<file path="src/rtl/vga_timing_gen_pkg.sv">
// Shared 640x480@60 raster constants and helpers for the VGA timing slice.
package vga_timing_pkg;

  localparam int VGA_H_ACTIVE = 640;
  localparam int VGA_H_FP     = 16;
  localparam int VGA_H_SYNC   = 96;
  localparam int VGA_H_BP     = 48;
  localparam int VGA_V_ACTIVE = 480;
  localparam int VGA_V_FP     = 10;
  localparam int VGA_V_SYNC   = 2;
  localparam int VGA_V_BP     = 33;

  localparam int VGA_H_TOTAL  = VGA_H_ACTIVE + VGA_H_FP + VGA_H_SYNC + VGA_H_BP;
  localparam int VGA_V_TOTAL  = VGA_V_ACTIVE + VGA_V_FP + VGA_V_SYNC + VGA_V_BP;

  localparam int VGA_POS_W    = 10;
  localparam int VGA_FRAME_W  = 8;

  // 0 = active-low syncs, as the 640x480 mode expects
  localparam logic VGA_SYNC_POL = 1'b0;

  typedef logic [VGA_POS_W-1:0] pos_t;

  function automatic int axis_total(input int active, input int fp, input int sync, input int bp);
    return active + fp + sync + bp;
  endfunction

endpackage

</file>
<file path="src/rtl/vga_timing_gen_if.sv">
// Raster output bundle: the timing source drives positions/syncs/strobes, the consumer owns ena.
interface vga_timing_gen_if
  import vga_timing_pkg::*;
#(
  parameter int POS_W   = VGA_POS_W,
  parameter int FRAME_W = VGA_FRAME_W
);
  logic               ena;
  logic [POS_W-1:0]   hpos;
  logic [POS_W-1:0]   vpos;
  logic               hsync;
  logic               vsync;
  logic               visible;
  logic               line_start;
  logic               frame_start;
  logic [FRAME_W-1:0] frame_count;

  modport master (
    input  ena,
    output hpos, vpos, hsync, vsync, visible, line_start, frame_start, frame_count
  );

  modport slave (
    output ena,
    input  hpos, vpos, hsync, vsync, visible, line_start, frame_start, frame_count
  );
endinterface

</file>
<file path="src/rtl/vga_timing_gen_axis_counter.sv">
// One raster axis: wrapping position counter plus sync/active decode of the next position.
module vga_axis_counter
  import vga_timing_pkg::*;
#(
  parameter int ACTIVE = VGA_H_ACTIVE,
  parameter int FP     = VGA_H_FP,
  parameter int SYNC   = VGA_H_SYNC,
  parameter int BP     = VGA_H_BP,
  parameter int W      = VGA_POS_W
) (
  input  logic         clk,
  input  logic         rst_n,
  input  logic         adv_i,
  output logic [W-1:0] pos_o,
  output logic         sync_next_o,
  output logic         active_next_o,
  output logic         wrap_o
);

  localparam int TOTAL = axis_total(ACTIVE, FP, SYNC, BP);

  if (TOTAL > 2**W) begin : g_total_chk
    $error("vga_axis_counter: total %0d does not fit in %0d bits", TOTAL, W);
  end

  localparam logic [W-1:0] LAST    = W'(TOTAL - 1);
  localparam logic [W-1:0] SYNC_LO = W'(ACTIVE + FP);
  localparam logic [W-1:0] SYNC_HI = W'(ACTIVE + FP + SYNC - 1);
  localparam logic [W-1:0] ACT_END = W'(ACTIVE);

  logic [W-1:0] pos_q, pos_d;

  assign wrap_o = (pos_q == LAST);

  always_comb begin
    pos_d = pos_q;
    if (adv_i) pos_d = wrap_o ? '0 : pos_q + 1'b1;
  end

  // Decoding pos_d lets the top register sync/active alongside the position they describe.
  assign sync_next_o   = (pos_d >= SYNC_LO) && (pos_d <= SYNC_HI);
  assign active_next_o = (pos_d < ACT_END);

  always_ff @(posedge clk) begin
    if (!rst_n) pos_q <= LAST;
    else        pos_q <= pos_d;
  end

  assign pos_o = pos_q;

endmodule

</file>
<file path="src/rtl/vga_timing_gen.sv">
// Free-running VGA raster timing: positions, syncs, visible window, line/frame strobes, frame count.
module vga_timing_gen
  import vga_timing_pkg::*;
#(
  parameter int   H_ACTIVE = VGA_H_ACTIVE,
  parameter int   H_FP     = VGA_H_FP,
  parameter int   H_SYNC   = VGA_H_SYNC,
  parameter int   H_BP     = VGA_H_BP,
  parameter int   V_ACTIVE = VGA_V_ACTIVE,
  parameter int   V_FP     = VGA_V_FP,
  parameter int   V_SYNC   = VGA_V_SYNC,
  parameter int   V_BP     = VGA_V_BP,
  parameter logic SYNC_POL = VGA_SYNC_POL,
  parameter int   POS_W    = VGA_POS_W,
  parameter int   FRAME_W  = VGA_FRAME_W
) (
  input  logic             clk,
  input  logic             rst_n,
  vga_timing_gen_if.master tif
);

  logic [POS_W-1:0] h_pos, v_pos;
  logic             h_sync_nx, h_act_nx, h_wrap;
  logic             v_sync_nx, v_act_nx, v_wrap;

  vga_axis_counter #(
    .ACTIVE(H_ACTIVE), .FP(H_FP), .SYNC(H_SYNC), .BP(H_BP), .W(POS_W)
  ) u_h (
    .clk(clk), .rst_n(rst_n), .adv_i(tif.ena),
    .pos_o(h_pos), .sync_next_o(h_sync_nx), .active_next_o(h_act_nx), .wrap_o(h_wrap)
  );

  vga_axis_counter #(
    .ACTIVE(V_ACTIVE), .FP(V_FP), .SYNC(V_SYNC), .BP(V_BP), .W(POS_W)
  ) u_v (
    .clk(clk), .rst_n(rst_n), .adv_i(tif.ena && h_wrap),
    .pos_o(v_pos), .sync_next_o(v_sync_nx), .active_next_o(v_act_nx), .wrap_o(v_wrap)
  );

  logic               hsync_q, hsync_d;
  logic               vsync_q, vsync_d;
  logic               visible_q, visible_d;
  logic               line_start_q, line_start_d;
  logic               frame_start_q, frame_start_d;
  logic [FRAME_W-1:0] frame_count_q, frame_count_d;

  always_comb begin
    hsync_d       = h_sync_nx ? SYNC_POL : ~SYNC_POL;
    vsync_d       = v_sync_nx ? SYNC_POL : ~SYNC_POL;
    visible_d     = h_act_nx && v_act_nx;
    // Strobes come only from an enabled wrap, so a stalled cycle always clears them.
    line_start_d  = tif.ena && h_wrap;
    frame_start_d = line_start_d && v_wrap;
    frame_count_d = frame_start_d ? frame_count_q + 1'b1 : frame_count_q;
  end

  always_ff @(posedge clk) begin
    if (!rst_n) begin
      hsync_q       <= ~SYNC_POL;
      vsync_q       <= ~SYNC_POL;
      visible_q     <= 1'b0;
      line_start_q  <= 1'b0;
      frame_start_q <= 1'b0;
      frame_count_q <= '1;
    end else begin
      hsync_q       <= hsync_d;
      vsync_q       <= vsync_d;
      visible_q     <= visible_d;
      line_start_q  <= line_start_d;
      frame_start_q <= frame_start_d;
      frame_count_q <= frame_count_d;
    end
  end

  assign tif.hpos        = h_pos;
  assign tif.vpos        = v_pos;
  assign tif.hsync       = hsync_q;
  assign tif.vsync       = vsync_q;
  assign tif.visible     = visible_q;
  assign tif.line_start  = line_start_q;
  assign tif.frame_start = frame_start_q;
  assign tif.frame_count = frame_count_q;

endmodule

</file>
<file path="src/flat_wrapper.sv">
// flat-port wrapper written by rule: the top's interface ports become plain ports
module vga_timing_gen_flat import vga_timing_pkg::*;
#(
  parameter int   H_ACTIVE = VGA_H_ACTIVE,
  parameter int   H_FP     = VGA_H_FP,
  parameter int   H_SYNC   = VGA_H_SYNC,
  parameter int   H_BP     = VGA_H_BP,
  parameter int   V_ACTIVE = VGA_V_ACTIVE,
  parameter int   V_FP     = VGA_V_FP,
  parameter int   V_SYNC   = VGA_V_SYNC,
  parameter int   V_BP     = VGA_V_BP,
  parameter logic SYNC_POL = VGA_SYNC_POL,
  parameter int   POS_W    = VGA_POS_W,
  parameter int   FRAME_W  = VGA_FRAME_W
)
  (clk, rst_n, tif_ena, tif_hpos, tif_vpos, tif_hsync, tif_vsync, tif_visible, tif_line_start, tif_frame_start, tif_frame_count);
  vga_timing_gen_if #(.POS_W(POS_W), .FRAME_W(FRAME_W)) tif_i ();
  input  logic clk;
  input  logic rst_n;
  input wire logic [$bits(tif_i.ena)-1:0] tif_ena;
  output wire logic [$bits(tif_i.hpos)-1:0] tif_hpos;
  output wire logic [$bits(tif_i.vpos)-1:0] tif_vpos;
  output wire logic [$bits(tif_i.hsync)-1:0] tif_hsync;
  output wire logic [$bits(tif_i.vsync)-1:0] tif_vsync;
  output wire logic [$bits(tif_i.visible)-1:0] tif_visible;
  output wire logic [$bits(tif_i.line_start)-1:0] tif_line_start;
  output wire logic [$bits(tif_i.frame_start)-1:0] tif_frame_start;
  output wire logic [$bits(tif_i.frame_count)-1:0] tif_frame_count;
  assign tif_i.ena = tif_ena;
  assign tif_hpos = tif_i.hpos;
  assign tif_vpos = tif_i.vpos;
  assign tif_hsync = tif_i.hsync;
  assign tif_vsync = tif_i.vsync;
  assign tif_visible = tif_i.visible;
  assign tif_line_start = tif_i.line_start;
  assign tif_frame_start = tif_i.frame_start;
  assign tif_frame_count = tif_i.frame_count;
  vga_timing_gen #(.H_ACTIVE(H_ACTIVE), .H_FP(H_FP), .H_SYNC(H_SYNC), .H_BP(H_BP), .V_ACTIVE(V_ACTIVE), .V_FP(V_FP), .V_SYNC(V_SYNC), .V_BP(V_BP), .SYNC_POL(SYNC_POL), .POS_W(POS_W), .FRAME_W(FRAME_W)) u_core (.clk(clk), .rst_n(rst_n), .tif(tif_i));
endmodule
</file>
<file path="config.mk">
export PLATFORM = sky130hd
export DESIGN_NAME = vga_timing_gen_flat
export DESIGN_NICKNAME = d
export VERILOG_FILES = /design/src/rtl/vga_timing_gen_pkg.sv /design/src/rtl/vga_timing_gen_if.sv /design/src/rtl/vga_timing_gen_axis_counter.sv /design/src/rtl/vga_timing_gen.sv /design/src/flat_wrapper.sv
export SDC_FILE = /design/constraint.sdc
export NUM_CORES = 1
export LEC_CHECK = 0
export ABC_AREA = 1
export CORE_MARGIN = 2
export CORE_UTILIZATION = 35
export CTS_CLUSTER_DIAMETER = 200
export DETAILED_ROUTE_END_ITERATION = 8
export GPL_TIMING_DRIVEN = 0
export PLACE_DENSITY = 0.57
export SLEW_MARGIN = 25
export SYNTH_ARGS = -nofsm -noshare
export SYNTH_HDL_FRONTEND = slang
export SYNTH_SLANG_ARGS = --single-unit
</file>
<file path="constraint.sdc">
create_clock -name clk -period 1.6 [get_ports clk]
set_input_delay 0.4 -clock clk [delete_from_list [all_inputs] [get_ports clk]]
set_output_delay 0.4 -clock clk [all_outputs]
set_load 0.005 [all_outputs]
</file>
==> results.json <==
{
  "outcome": "finished with violations",
  "violations": "setup timing",
  "overflow": 0,
  "synthCells": 303,
  "crit_fanout": 5,
  "avgSynthCellArea_um2": 6.566,
  "die_w_um": 79.39,
  "final_cell_mix": "88 x nand2_1, 35 x inv_1, 32 x nor2_1, 30 x nand3_1, 25 x clkdlybuf4s50_1",
  "grt_first_pass_wirelength_mm": 8.687,
  "post-route-period-util": 1.007,
  "fmax_ghz": 0.6205,
  "crit_required_ns": 1.76,
  "final_common_cell": "nand2_1",
  "hold_viol_final": 0,
  "p_per_area_nw_per_um2": 1186,
  "clock_latency_ns": 0.28,
  "worstSetupStartpointType": "register",
  "route.detailed.drc": 0,
  "setup_viol": 1,
  "num_vias": 2039,
  "cts.htree.levels": 2,
  "setup_tns_ns": -0.01168,
  "maxSlewViolCount": 0,
  "critPathArrivalTime_ns": 1.77,
  "syn_nets": 310,
  "yosys_warnings": 0,
  "drive_gt1_frac": 0.2806,
  "worst_path_dominant_cell_family": "simple AND/OR/NAND/NOR gates",
  "hp-class": "in2reg",
  "track_usage": 0.1787,
  "setup_ws_ns": -0.01168,
  "cp-end-kind": "register",
  "die_area_um2": 6303,
  "start_util": 0.3613,
  "yosysSeqAreaShare": 0.3321,
  "cts.clk_slew.worst_paths_ns": 0.07,
  "rows": 27,
  "critical_path_buf_inv_count": 0,
  "cts_buffer_depth": 2,
  "finalWeightedCongestion": 0.8697,
  "antenna_found_initial": 0,
  "synth_largest_area_cell": "dfxtp_1",
  "wl_per_cell_um": 12.40,
  "firstDrtPassIters": 4,
  "min_period_ns": 1.612,
  "synth.cell_area_um2": 1989,
  "leakage_uw": 0.001375,
  "max_stage_delay_ns": 0.37,
  "dpl.hpwl_mm": 3.693,
  "cts_root_buf": "clkbuf_8",
  "synth-seq-cells": 33,
  "portBuffers": 33,
  "grt_start_max_net_pins": 11,
  "slew_headroom": 0.6445,
  "antenna_left": 0,
  "syn_to_final_growth_pct": 44.34,
  "worstMarginPinSlew_ns": 0.5332,
  "routed_via_density": 4.720,
  "crit_path_frequent_cell": "nand3_2",
  "diodes": 0,
  "drt_iter0_markers": 133,
  "core_um2": 5507,
  "vdd_drop_max_mv": 0.5917,
  "worst_path_max_delay_cell": "dfxtp_4",
  "synth_top_area_share": 0.3321,
  "cts_buffers": 5,
  "crit_chain": "ha_4, nand3_2, nor2_4, nand3_2, o21ai_2, nand2_1, nor2_2, nand4_1",
  "grt_pass1_vias": 1842,
  "routed_wl_mm": 5.355,
  "rsz0062_at_grt": "true",
  "yosysUniqueCellTypes": 28,
  "cts_sinks": 33,
  "die_y_um": 79.39,
  "place_ws_ns": -0.2480,
  "critPathKind": "reg2reg",
  "ys_top_cells_by_area": "dfxtp_1 33%, nand2_1 17%, nand3_1 8.3%, inv_1 7.2%, nor2_1 7.2%",
  "cts_tree": "yes",
  "skew_ns": 0.001983,
  "finalNetCount": 366,
  "maxCapViolCount": 0,
  "io_pins": 36
}
power by group:
part	internal, uW	switching [uW]
logic	662	815
registers	965	153
clock network	508	303
layer usage:
metal / share of wire / wire length [um] / GRT usage
met1: 0.50 / 2677 / 0.2523
met2: 0.44 / 2381 / 0.2695
met3: 0.042 / 225 / 0.03507
met4: 0.013 / 71 / 0.06552
met5: 0 / 0 / 0
through the flow:
step / hold slack [ns] / cells / power, uW / area (um2) / utilization
3_3_place_gp: 0.4809 / 408 / 2309 / 2434 / 0.4419
5_1_grt: 0.4800 / 432 / 3642 / 2872 / 0.5215
3_5_place_dp: 0.4902 / 408 / 2308 / 2434 / 0.4419
4_1_cts: 0.4550 / 423 / 3298 / 2681 / 0.4869
2_1_floorplan: 0.4811 / 303 / 1898 / 2013 / -
6_report: 0.4678 / 432 / 3405 / 2872 / 0.5215
registers in the layout (all words and copies together), names as in the netlist:
signal	cells
u_core.tif.frame_start	1
u_core.u_v.pos_o	10
u_core.tif.frame_count	8
u_core.tif.vsync	1
u_core.tif.line_start	1
u_core.u_h.pos_o	10
u_core.tif.hsync	1
u_core.tif.visible	1
cell type report:
| cell class | count | area, um2 |
|---|---|---|
| Buffer | 4 | 22.52 |
| Clock buffer | 7 | 86.33 |
| Clock inverter | 1 | 30.03 |
| Fill cell | 541 | 2635 |
| Inverter | 44 | 171.4 |
| Multi-Input combinational cell | 223 | 1265 |
| Sequential cell | 33 | 735.7 |
| Tap cell | 72 | 90.09 |
| Timing Repair Buffer | 48 | 470.5 |
Yosys cell counts, drive strengths merged:
cell / number
xnor2: 2
o21bai: 1
ha: 4
a21o: 1
inv: 43
or2: 1
nand4: 9
a21oi: 5
nor3: 3
dfxtp: 33
o21ai: 9
clkinv: 1
nand3: 42
clkbuf: 3
xor2: 3
nand2: 95
nor2: 47
buf: 1
path summary, 6_finish.rpt:
path	from	to	slack (ns)	cells past startpoint
worst min-delay path	tif_ena	u_core.u_h.pos_o[1]	0.47	3
worst max-delay path	u_core.u_h.pos_o[0]	u_core.tif.vsync	-0.01	8
worst min register to register	u_core.tif.frame_count[6]	u_core.tif.frame_count[6]	0.48	2
worst max register to register	u_core.u_h.pos_o[0]	u_core.tif.vsync	-0.01	8
logic make-up after synthesis:
| group | synth area share |
|---|---|
| AO/OA/AOI/OAI | 0.04277 |
| XOR/XNOR | 0.02202 |
| adder cells (fa/ha/maj) | 0.02516 |
| AND/OR/NAND/NOR | 0.4837 |
| buffers and inverters | 0.09434 |
| flip-flops | 0.3321 |
worst min-delay path, delay by kind of cell:
family,cells,cell delay (ns)
compound gates,1,0.08
buf+inv,1,0.13
simple gates,1,0.10
timing repair:
item / in CTS / in global routing
endpoints found under the setup margin: 32 / 33
buffers inserted: 6 / 9
gates cloned: 1 / 0
pin swaps: 5 / 15
endpoints found under the hold margin: 0 / 0
hold buffers: 0 / 0
gates resized for setup: 37 / 44
No activity file was read; power rests on OpenSTA's default activity.
